$ cat src/rtl/fp_sub_arbiter.sv
// Round-robin share of one same-sign SP subtract (z = a - b) across NREQ requesters.
// Latency: 2 cycles, accept to res_valid (operand reg S1, result reg S2); 1 result/cycle sustained.
// Backpressure: res_ready low stalls S2 then S1, and req_ready drops. FP_SUB_ARB_SIGN_CHECK_EN adds res_err.
module fp_sub_arbiter #(
    parameter int NREQ = 4,
    parameter int IDW  = 2
) (
    input  logic                 clk,
    input  logic                 reset,
    input  logic [NREQ-1:0]      req_valid,
    output logic [NREQ-1:0]      req_ready,
    input  logic [32*NREQ-1:0]   req_a,
    input  logic [32*NREQ-1:0]   req_b,
    output logic                 res_valid,
    input  logic                 res_ready,
    output logic [31:0]          res_z,
    output logic [IDW-1:0]       res_id,
    output logic                 busy
`ifdef FP_SUB_ARB_SIGN_CHECK_EN
    ,
    output logic                 res_err
`endif
);

    logic            s1_v_q, s1_v_d;
    logic [31:0]     s1_a_q, s1_a_d;
    logic [31:0]     s1_b_q, s1_b_d;
    logic [IDW-1:0]  s1_id_q, s1_id_d;
    logic            s2_v_q, s2_v_d;
    logic [31:0]     s2_z_q, s2_z_d;
    logic [IDW-1:0]  s2_id_q, s2_id_d;
    logic [IDW-1:0]  ptr_q, ptr_d;
`ifdef FP_SUB_ARB_SIGN_CHECK_EN
    logic            s2_err_q, s2_err_d;
`endif

    logic            s2_adv, s1_adv, s1_free;
    logic            gnt_vld, grant;
    logic [IDW-1:0]  gnt_idx;
    logic [IDW:0]    cand;
    logic [NREQ-1:0] rot_vld;

    assign s2_adv  = !s2_v_q || res_ready;
    assign s1_adv  = s1_v_q && s2_adv;
    assign s1_free = !s1_v_q || s1_adv;

    // Rotate the requests so bit 0 is the pointer slot, then map the first hit back.
    always_comb begin
        gnt_vld = 1'b0;
        gnt_idx = '0;
        cand    = '0;
        rot_vld = NREQ'({req_valid, req_valid} >> ptr_q);
        for (int k = 0; k < NREQ; k++) begin
            if (!gnt_vld && rot_vld[k]) begin
                gnt_vld = 1'b1;
                cand    = {1'b0, ptr_q} + (IDW+1)'(k);
                if (cand >= (IDW+1)'(NREQ)) begin
                    cand = cand - (IDW+1)'(NREQ);
                end
                gnt_idx = cand[IDW-1:0];
            end
        end
    end

    assign grant     = gnt_vld && s1_free;
    assign req_ready = grant ? (NREQ'(1) << gnt_idx) : '0;

    // Same-sign subtract: exact 48-bit magnitude difference, normalise, round to nearest even.
    // Exponent-zero operands are treated as zero; results below the normal range flush to +0.
    logic        a_gt_b, sub_sign, lz_found, rnd_up;
    logic [7:0]  ea, eb, e_big, e_sml, ediff, e_res;
    logic [23:0] m_big, m_sml;
    logic [47:0] al_big, al_sml, diff, norm;
    logic [5:0]  lz;
    logic [24:0] mant_r;
    logic [31:0] sub_z;

    always_comb begin
        a_gt_b   = s1_a_q[30:0] > s1_b_q[30:0];
        ea       = s1_a_q[30:23];
        eb       = s1_b_q[30:23];
        sub_sign = a_gt_b ? s1_a_q[31] : ~s1_a_q[31];
        if (a_gt_b) begin
            e_big = ea;
            e_sml = eb;
            m_big = {1'b1, s1_a_q[22:0]};
            m_sml = {1'b1, s1_b_q[22:0]};
        end else begin
            e_big = eb;
            e_sml = ea;
            m_big = {1'b1, s1_b_q[22:0]};
            m_sml = {1'b1, s1_a_q[22:0]};
        end
        ediff    = e_big - e_sml;
        al_big   = {m_big, 24'd0};
        al_sml   = {m_sml, 24'd0} >> ediff;
        diff     = al_big - al_sml;
        lz       = '0;
        lz_found = 1'b0;
        for (int i = 47; i >= 0; i--) begin
            if (!lz_found && diff[i]) begin
                lz       = 6'(47 - i);
                lz_found = 1'b1;
            end
        end
        norm   = diff << lz;
        rnd_up = norm[23] && ((|norm[22:0]) || norm[24]);
        mant_r = {1'b0, norm[47:24]} + {24'd0, rnd_up};
        e_res  = e_big - {2'b0, lz} + {7'd0, mant_r[24]};

        if (s1_a_q == s1_b_q) begin
            sub_z = 32'h0000_0000;
        end else if (ea == 8'd0 || eb == 8'd0 || ediff > 8'd22) begin
            sub_z = a_gt_b ? s1_a_q : {~s1_b_q[31], s1_b_q[30:0]};
        end else if (!lz_found || {2'b0, lz} >= e_big) begin
            sub_z = 32'h0000_0000;
        end else begin
            sub_z = {sub_sign, e_res, mant_r[24] ? mant_r[23:1] : mant_r[22:0]};
        end
    end

    always_comb begin
        ptr_d   = ptr_q;
        s1_v_d  = s1_v_q;
        s1_a_d  = s1_a_q;
        s1_b_d  = s1_b_q;
        s1_id_d = s1_id_q;
        s2_v_d  = s2_v_q;
        s2_z_d  = s2_z_q;
        s2_id_d = s2_id_q;
`ifdef FP_SUB_ARB_SIGN_CHECK_EN
        s2_err_d = s2_err_q;
`endif
        if (grant) begin
            s1_v_d  = 1'b1;
            s1_a_d  = req_a[32*gnt_idx +: 32];
            s1_b_d  = req_b[32*gnt_idx +: 32];
            s1_id_d = gnt_idx;
            ptr_d   = (gnt_idx == IDW'(NREQ-1)) ? '0 : gnt_idx + 1'b1;
        end else if (s1_adv) begin
            s1_v_d = 1'b0;
        end

        if (s1_adv) begin
            s2_v_d  = 1'b1;
            s2_id_d = s1_id_q;
`ifdef FP_SUB_ARB_SIGN_CHECK_EN
            s2_err_d = s1_a_q[31] ^ s1_b_q[31];
            s2_z_d   = (s1_a_q[31] ^ s1_b_q[31]) ? 32'hFFFF_FFFF : sub_z;
`else
            s2_z_d   = sub_z;
`endif
        end else if (res_ready) begin
            s2_v_d = 1'b0;
        end
    end

    always_ff @(posedge clk) begin
        if (reset) begin
            ptr_q   <= '0;
            s1_v_q  <= 1'b0;
            s1_a_q  <= '0;
            s1_b_q  <= '0;
            s1_id_q <= '0;
            s2_v_q  <= 1'b0;
            s2_z_q  <= '0;
            s2_id_q <= '0;
`ifdef FP_SUB_ARB_SIGN_CHECK_EN
            s2_err_q <= 1'b0;
`endif
        end else begin
            ptr_q   <= ptr_d;
            s1_v_q  <= s1_v_d;
            s1_a_q  <= s1_a_d;
            s1_b_q  <= s1_b_d;
            s1_id_q <= s1_id_d;
            s2_v_q  <= s2_v_d;
            s2_z_q  <= s2_z_d;
            s2_id_q <= s2_id_d;
`ifdef FP_SUB_ARB_SIGN_CHECK_EN
            s2_err_q <= s2_err_d;
`endif
        end
    end

    assign res_valid = s2_v_q;
    assign res_z     = s2_z_q;
    assign res_id    = s2_id_q;
    assign busy      = s1_v_q || s2_v_q;
`ifdef FP_SUB_ARB_SIGN_CHECK_EN
    assign res_err   = s2_err_q;
`endif

endmodule
$ cat config.mk
export PLATFORM = sky130hd
export DESIGN_NAME = fp_sub_arbiter
export DESIGN_NICKNAME = d
export VERILOG_FILES = /design/src/rtl/fp_sub_arbiter.sv
export SDC_FILE = /design/constraint.sdc
export NUM_CORES = 1
export LEC_CHECK = 0
export ABC_CLOCK_PERIOD_IN_PS = 40900
export CORE_MARGIN = 2
export CORE_UTILIZATION = 34
export CTS_BUF_LIST = sky130_fd_sc_hd__clkbuf_16
export DETAILED_ROUTE_END_ITERATION = 10
export SLEW_MARGIN = 25
export SYNTH_ARGS = -nofsm -noshare
export SYNTH_HDL_FRONTEND = slang
export SYNTH_SLANG_ARGS = --single-unit
$ cat constraint.sdc
create_clock -name clk -period 40.9 [get_ports clk]
set_input_delay 12.27 -clock clk [delete_from_list [all_inputs] [get_ports clk]]
set_output_delay 12.27 -clock clk [all_outputs]
set_load 0.05 [all_outputs]
==> metrics.yaml, run 1 <==
rsz0062_at_grt: "false"
ys.flop_type: "dfxtp_1"
drtAntennaViolNets: 0
cpPeakStageDelay_ns: 0.81
drive_gt1_share_pct: 6.90
synthesis.area_um2: 19600
tritoncts: "done"
grt_first_pass_wirelength_um: 138000
worstHoldStart: "res_id[0]"
syn2layout_area_growth_pct: 19.3
slew_headroom_pct: 16.6
start_util_pct: 34.2
min_period_over_period_pct: 68.1
violations: "DRC"
yosysUniqueCellTypes: 127
start_kind: "primary input"
ys_ff_latch: 104
antenna_found_initial: 1
tightest_slew_ns: 1.24
drc: 1
hpwl_um: 72200
worstPathMaxFanout: 68
cts_buffers: 9
cts_hold_buf: 0
cp.required_ns: 28.63
ff2ff_setup_slack_ns: 23.00
drt_iter0_markers: 3098
critPathSlowestCell: "clkdlybuf4s50_1"
grt_use_total_pct: 29.4
viasPerCell: 6.36
ios: 303
wl_per_cell_um: 23.7
fp.coreArea_um2: 57400
finalHoldViolCount: 0
grt_max_degree: 91
r2r_start: "s1_b_q[23]"
dieWidth_um: 244
synth-edff-count: 0
insertion_delay_ns: 0.38
clock_path_buffers: 2
cts_root_buf: "clkbuf_16"
die_height_um: 244
skew_ns: 0.0156
crit_top_cell: "nor2_1"
ys_seq_area_share_pct: 10.6
syn_nets: 3278
crit_type: "primary input to primary output"
port_buffers: 302
synthArstFlopShare_pct: 0
cp_cell_sequence: "clkdlybuf4s50_1, inv_1, nor2_1, a21oi_1, nor2_1, a211oi_4, buf_4, inv_2, buf_4, ha_1, inv_1, nor2_1, clkdlybuf4s50_1"
setup_tns_ns: 0
htreeDepth: 3
fmax_ghz: 0.0359
cp.arrival_ns: 15.60
first_global_vias: 22400
dr_total_vias: 24500
postSynthAreaPerCell_um2: 6.69
grt-ovfl-total: 0
crit_start: "req_valid[0]"
final_cells: 3851
clk_pin_slew_ns: 0.08
slew_viol_final: 0
finalSetupViolations: 0
synth_cells: 2933
status: "finished with violations"
critPathCaptureType: "primary output"
dieArea_um2: 59600
critical-path-top-delay-family: "buffers and inverters"
fin_crit_ns: 27.87
hold_class: "flip-flop to flip-flop"
worst-path-buf-inv: 7
cts.sinks: 104
cap_violations: 0
gp_congestion: 1.04
insertedDiodeCount: 0
dr.pass1.iters: 10
routed_wl_um: 91300
nets: 3426
dpl.cell_count: 3835
rows: 88
post_cts_buffers: 0
ctsResizeCount: 0
synth_warnings: 0
-- cells by family after synthesis --
| kind of cell | after synthesis | share of synthesized area, % |
|---|---|---|
| AOI/OAI and AO/OA | 931 | 33.5 |
| xor gates and xnor gates | 72 | 3.35 |
| adders and majority gates | 82 | 5.27 |
| buffers and inverters | 309 | 6.82 |
| DFF | 104 | 10.6 |
| muxes | 163 | 9.41 |
| and+or+nand+nor | 1272 | 31.1 |
-- worst min-delay path, cell delays in order (launching register included) --
cell and delay [ns]:
dfxtp_1 0.31, nand2_1 0.05, a21oi_1 0.05
-- worst paths after layout --
check             cells past startpoint            to
setup / recovery                     13  req_ready[0]
hold / removal                        2     res_id[0]
setup reg to reg                     65     res_z[29]
hold reg to reg                       2     res_id[0]
-- synthesized netlist by cell type (23+ instances only) --
master | n | share of area [%]
a21oi_1 | 203 | 5.2
buf_2 | 48 | 1.2
nand2_1 | 498 | 9.5
a22oi_1 | 35 | 1.3
mux2i_1 | 122 | 6.2
a211oi_1 | 35 | 1.3
nand3_1 | 87 | 2.2
xor2_1 | 24 | 1.1
o21ai_0 | 153 | 3.9
o21ai_1 | 27 | 0.69
nor2_1 | 267 | 5.1
nand2b_1 | 23 | 0.73
o211ai_1 | 48 | 1.8
and3_1 | 89 | 2.8
buf_1 | 23 | 0.44
a21o_1 | 30 | 1.1
xnor2_1 | 46 | 2.1
nor3_1 | 72 | 1.8
nor4_1 | 33 | 1.1
o22ai_1 | 41 | 1.3
clkbuf_1 | 125 | 2.4
nand4_1 | 60 | 1.9
mux2_2 | 24 | 1.4
and2_1 | 26 | 0.83
dfxtp_1 | 104 | 11
ha_1 | 81 | 5.2
inv_1 | 84 | 1.6
a311oi_1 | 71 | 3.2
a31oi_1 | 24 | 0.77
-- registers in the layout (all words and copies together), names as in the netlist --
| register | flops |
|---|---|
| res_z | 32 |
| s1_a_q | 32 |
| s1_b_q | 32 |
| ptr_q | 2 |
| res_id | 2 |
| s1_id_q | 2 |
| res_valid | 1 |
| s1_v_q | 1 |
-- final cells by class --
| class | instances | area [um2] |
|---|---|---|
| clock inverter | 7 | 87.6 |
| fill | 6152 | 34000 |
| sequential | 104 | 2080 |
| clock buffer | 9 | 225 |
| timing repair buffer | 356 | 3430 |
| multi-input combinational | 2520 | 16300 |
| tap | 765 | 957 |
| inverter | 90 | 343 |
-- placed cells by master, fill, tap and decap left out, types with 79 or more instances in the layout --
cell type | netlist | final
mux2i_1 | 122 | 122
clkdlybuf4s50_1 | 0 | 301
ha_1 | 81 | 79
nand3_1 | 87 | 87
nand2_1 | 498 | 498
inv_1 | 84 | 82
o21ai_0 | 153 | 148
a21oi_1 | 203 | 203
and3_1 | 89 | 89
nor2_1 | 267 | 267
dfxtp_1 | 104 | 104
-- metal layers --
metal	vias to the layer above	GRT usage, %	wire length, um
li1	11300	-	-
met2	1405	45.8	39700
met1	11500	39.6	38100
met5	-	0	13
met3	192	4.84	8850
met4	2	13.5	4660
-- through the flow --
stage	instance area [um2]	worst slack [ns]	hold slack [ns]	utilization, %
2_1_floorplan	19600	14.42	0.432	-
3_3_place_gp	23100	13.05	0.443	40.2
3_5_place_dp	23100	13.02	0.451	40.2
4_1_cts	23400	13.01	0.462	40.8
5_1_grt	23400	12.77	0.469	40.8
6_report	23400	13.03	0.455	40.8
Power of run 1 is left out: the tool's default activity adds up to more than one toggle a clock period on the data nets, which glitch-free logic cannot reach.
==> run 2: changes to the inputs <==
- ABC_CLOCK_PERIOD_IN_PS: 40900 -> 23700
- clock period: 40.9 -> 23.7 ns (I/O delays scaled with it)
==> metrics.yaml, run 2 (same netlist as run 1, synthesis figures left out) <==
crit_type: "primary input to primary output"
die_height_um: 244
setup_ws_ns: 6.18
drc: 0
stdcell_area_um2: 23400
n_fill_cell: 6124
critPathCaptureType: "primary output"
dieArea_um2: 59600
routed_wl_um: 93600
critPathSlowestCell: "clkdlybuf4s50_1"
grt_first_pass_wirelength_um: 141000
port_buffers: 302
slew_viol_final: 0
place_area_um2: 23100
cp.arrival_ns: 10.41
ios: 303
ctsResizeCount: 0
hpwl_um: 74300
rows: 88
drtAntennaViolNets: 0
post_cts_buffers: 0
wl_per_cell_um: 24.3
antenna_found_initial: 2
min_period_over_period_pct: 73.9
syn2layout_area_growth_pct: 19.4
cp_cell_sequence: "clkdlybuf4s50_1, inv_1, nor2_1, a21oi_1, nor2_1, a211oi_4, buf_4, inv_2, buf_4, ha_1, inv_1, nor2_1, clkdlybuf4s50_1"
dr.pass1.iters: 10
cts_root_buf: "clkbuf_16"
htreeDepth: 3
drive_gt1_share_pct: 7.02
viasPerCell: 6.35
layout_common_cells: "nand2_1 (498), clkdlybuf4s50_1 (301), nor2_1 (267), a21oi_1 (203), o21ai_0 (148)"
fin_crit_ns: 17.52
setup_tns_ns: 0
fmax_ghz: 0.0571
finalHoldViolCount: 0
grt_max_degree: 90
tightest_slew_ns: 1.25
worstPathMaxFanout: 68
status: "completed"
dr_total_vias: 24500
worst-path-buf-inv: 7
grt_use_total_pct: 30.2
cts_buffers: 9
cts_hold_buf: 0
hold_class: "flip-flop to flip-flop"
nets: 3430
grt-ovfl-total: 0
cts.sinks: 104
crit_top_cell: "nor2_1"
start_kind: "primary input"
cap_violations: 0
finalSetupViolations: 0
cpPeakStageDelay_ns: 0.81
insertedDiodeCount: 0
insertion_delay_ns: 0.39
tritoncts: "done"
final_common_cell: "nand2_1"
dieWidth_um: 244
clock_path_buffers: 2
rsz0062_at_grt: "false"
fp.coreArea_um2: 57400
critical-path-top-delay-family: "buffers and inverters"
cp.required_ns: 16.59
dpl_worst_slack_ns: 6.16
skew_ns: 0.0169
start_util_pct: 34.2
slew_headroom_pct: 16.1
clk_pin_slew_ns: 0.08
drt_iter0_markers: 2997
gp_congestion: 1.01
first_global_vias: 22700
-- run 2: cell count changes in the layout (fill, tap and decap cells not counted), moves of 2 or more --
cell      before  now
buf_4         55   58
clkinv_4       0    3
clkinv_8       1    3
inv_6          2    0
-- run 2: per-stage QoR --
| step | util, % | instances | hold slack, ns |
|---|---|---|---|
| 2_1_floorplan | - | 2933 | 0.432 |
| 3_3_place_gp | 40.3 | 3838 | 0.446 |
| 3_5_place_dp | 40.3 | 3838 | 0.446 |
| 4_1_cts | 40.8 | 3854 | 0.458 |
| 5_1_grt | 40.8 | 3855 | 0.482 |
| 6_report | 40.8 | 3855 | 0.456 |
-- run 2: path summary, 6_finish.rpt --
path	startpoint	end	slack (ns)	cells past startpoint
worst min register to register	s1_id_q[1]	res_id[1]	0.46	2
worst max-delay path	req_valid[0]	req_ready[0]	6.18	13
worst min-delay path	s1_id_q[1]	res_id[1]	0.46	2
worst max register to register	s1_b_q[23]	res_z[29]	6.65	65
-- run 2: cell type report --
type	instances	area (um2)	area share, %
tap	765	957	4.09
clock buffer	9	225	0.961
multi-input combinational	2520	16300	69.5
timing repair buffer	360	3450	14.7
clock inverter	7	86.3	0.369
inverter	90	343	1.46
sequential	104	2080	8.89
-- run 2: worst reg2reg max path, delay by kind of cell (launching register included) --
kind                     cells  cell delay, ns
XOR/XNOR                     2            0.31
AO/OA/AOI/OAI               21            4.75
AND/OR/NAND/NOR             20            4.21
multiplexers                 6            2.02
flip-flops                   1            0.39
adder cells (fa/ha/maj)      7            2.15
buffers and inverters        9            3.07
-- run 2: per-layer routing --
| layer | part of all wire [%] | global-route usage (%) | wire length (um) | up-vias |
|---|---|---|---|---|
| met5 | 0.0096 | 0 | 9 | - |
| met4 | 6.6 | 18.5 | 6150 | 2 |
| met3 | 8.6 | 4.39 | 8090 | 241 |
| met2 | 44 | 46.5 | 40900 | 1404 |
| met1 | 41 | 39.7 | 38500 | 11500 |
| li1 | - | - | - | 11300 |
Power of run 2 is left out for the same reason.
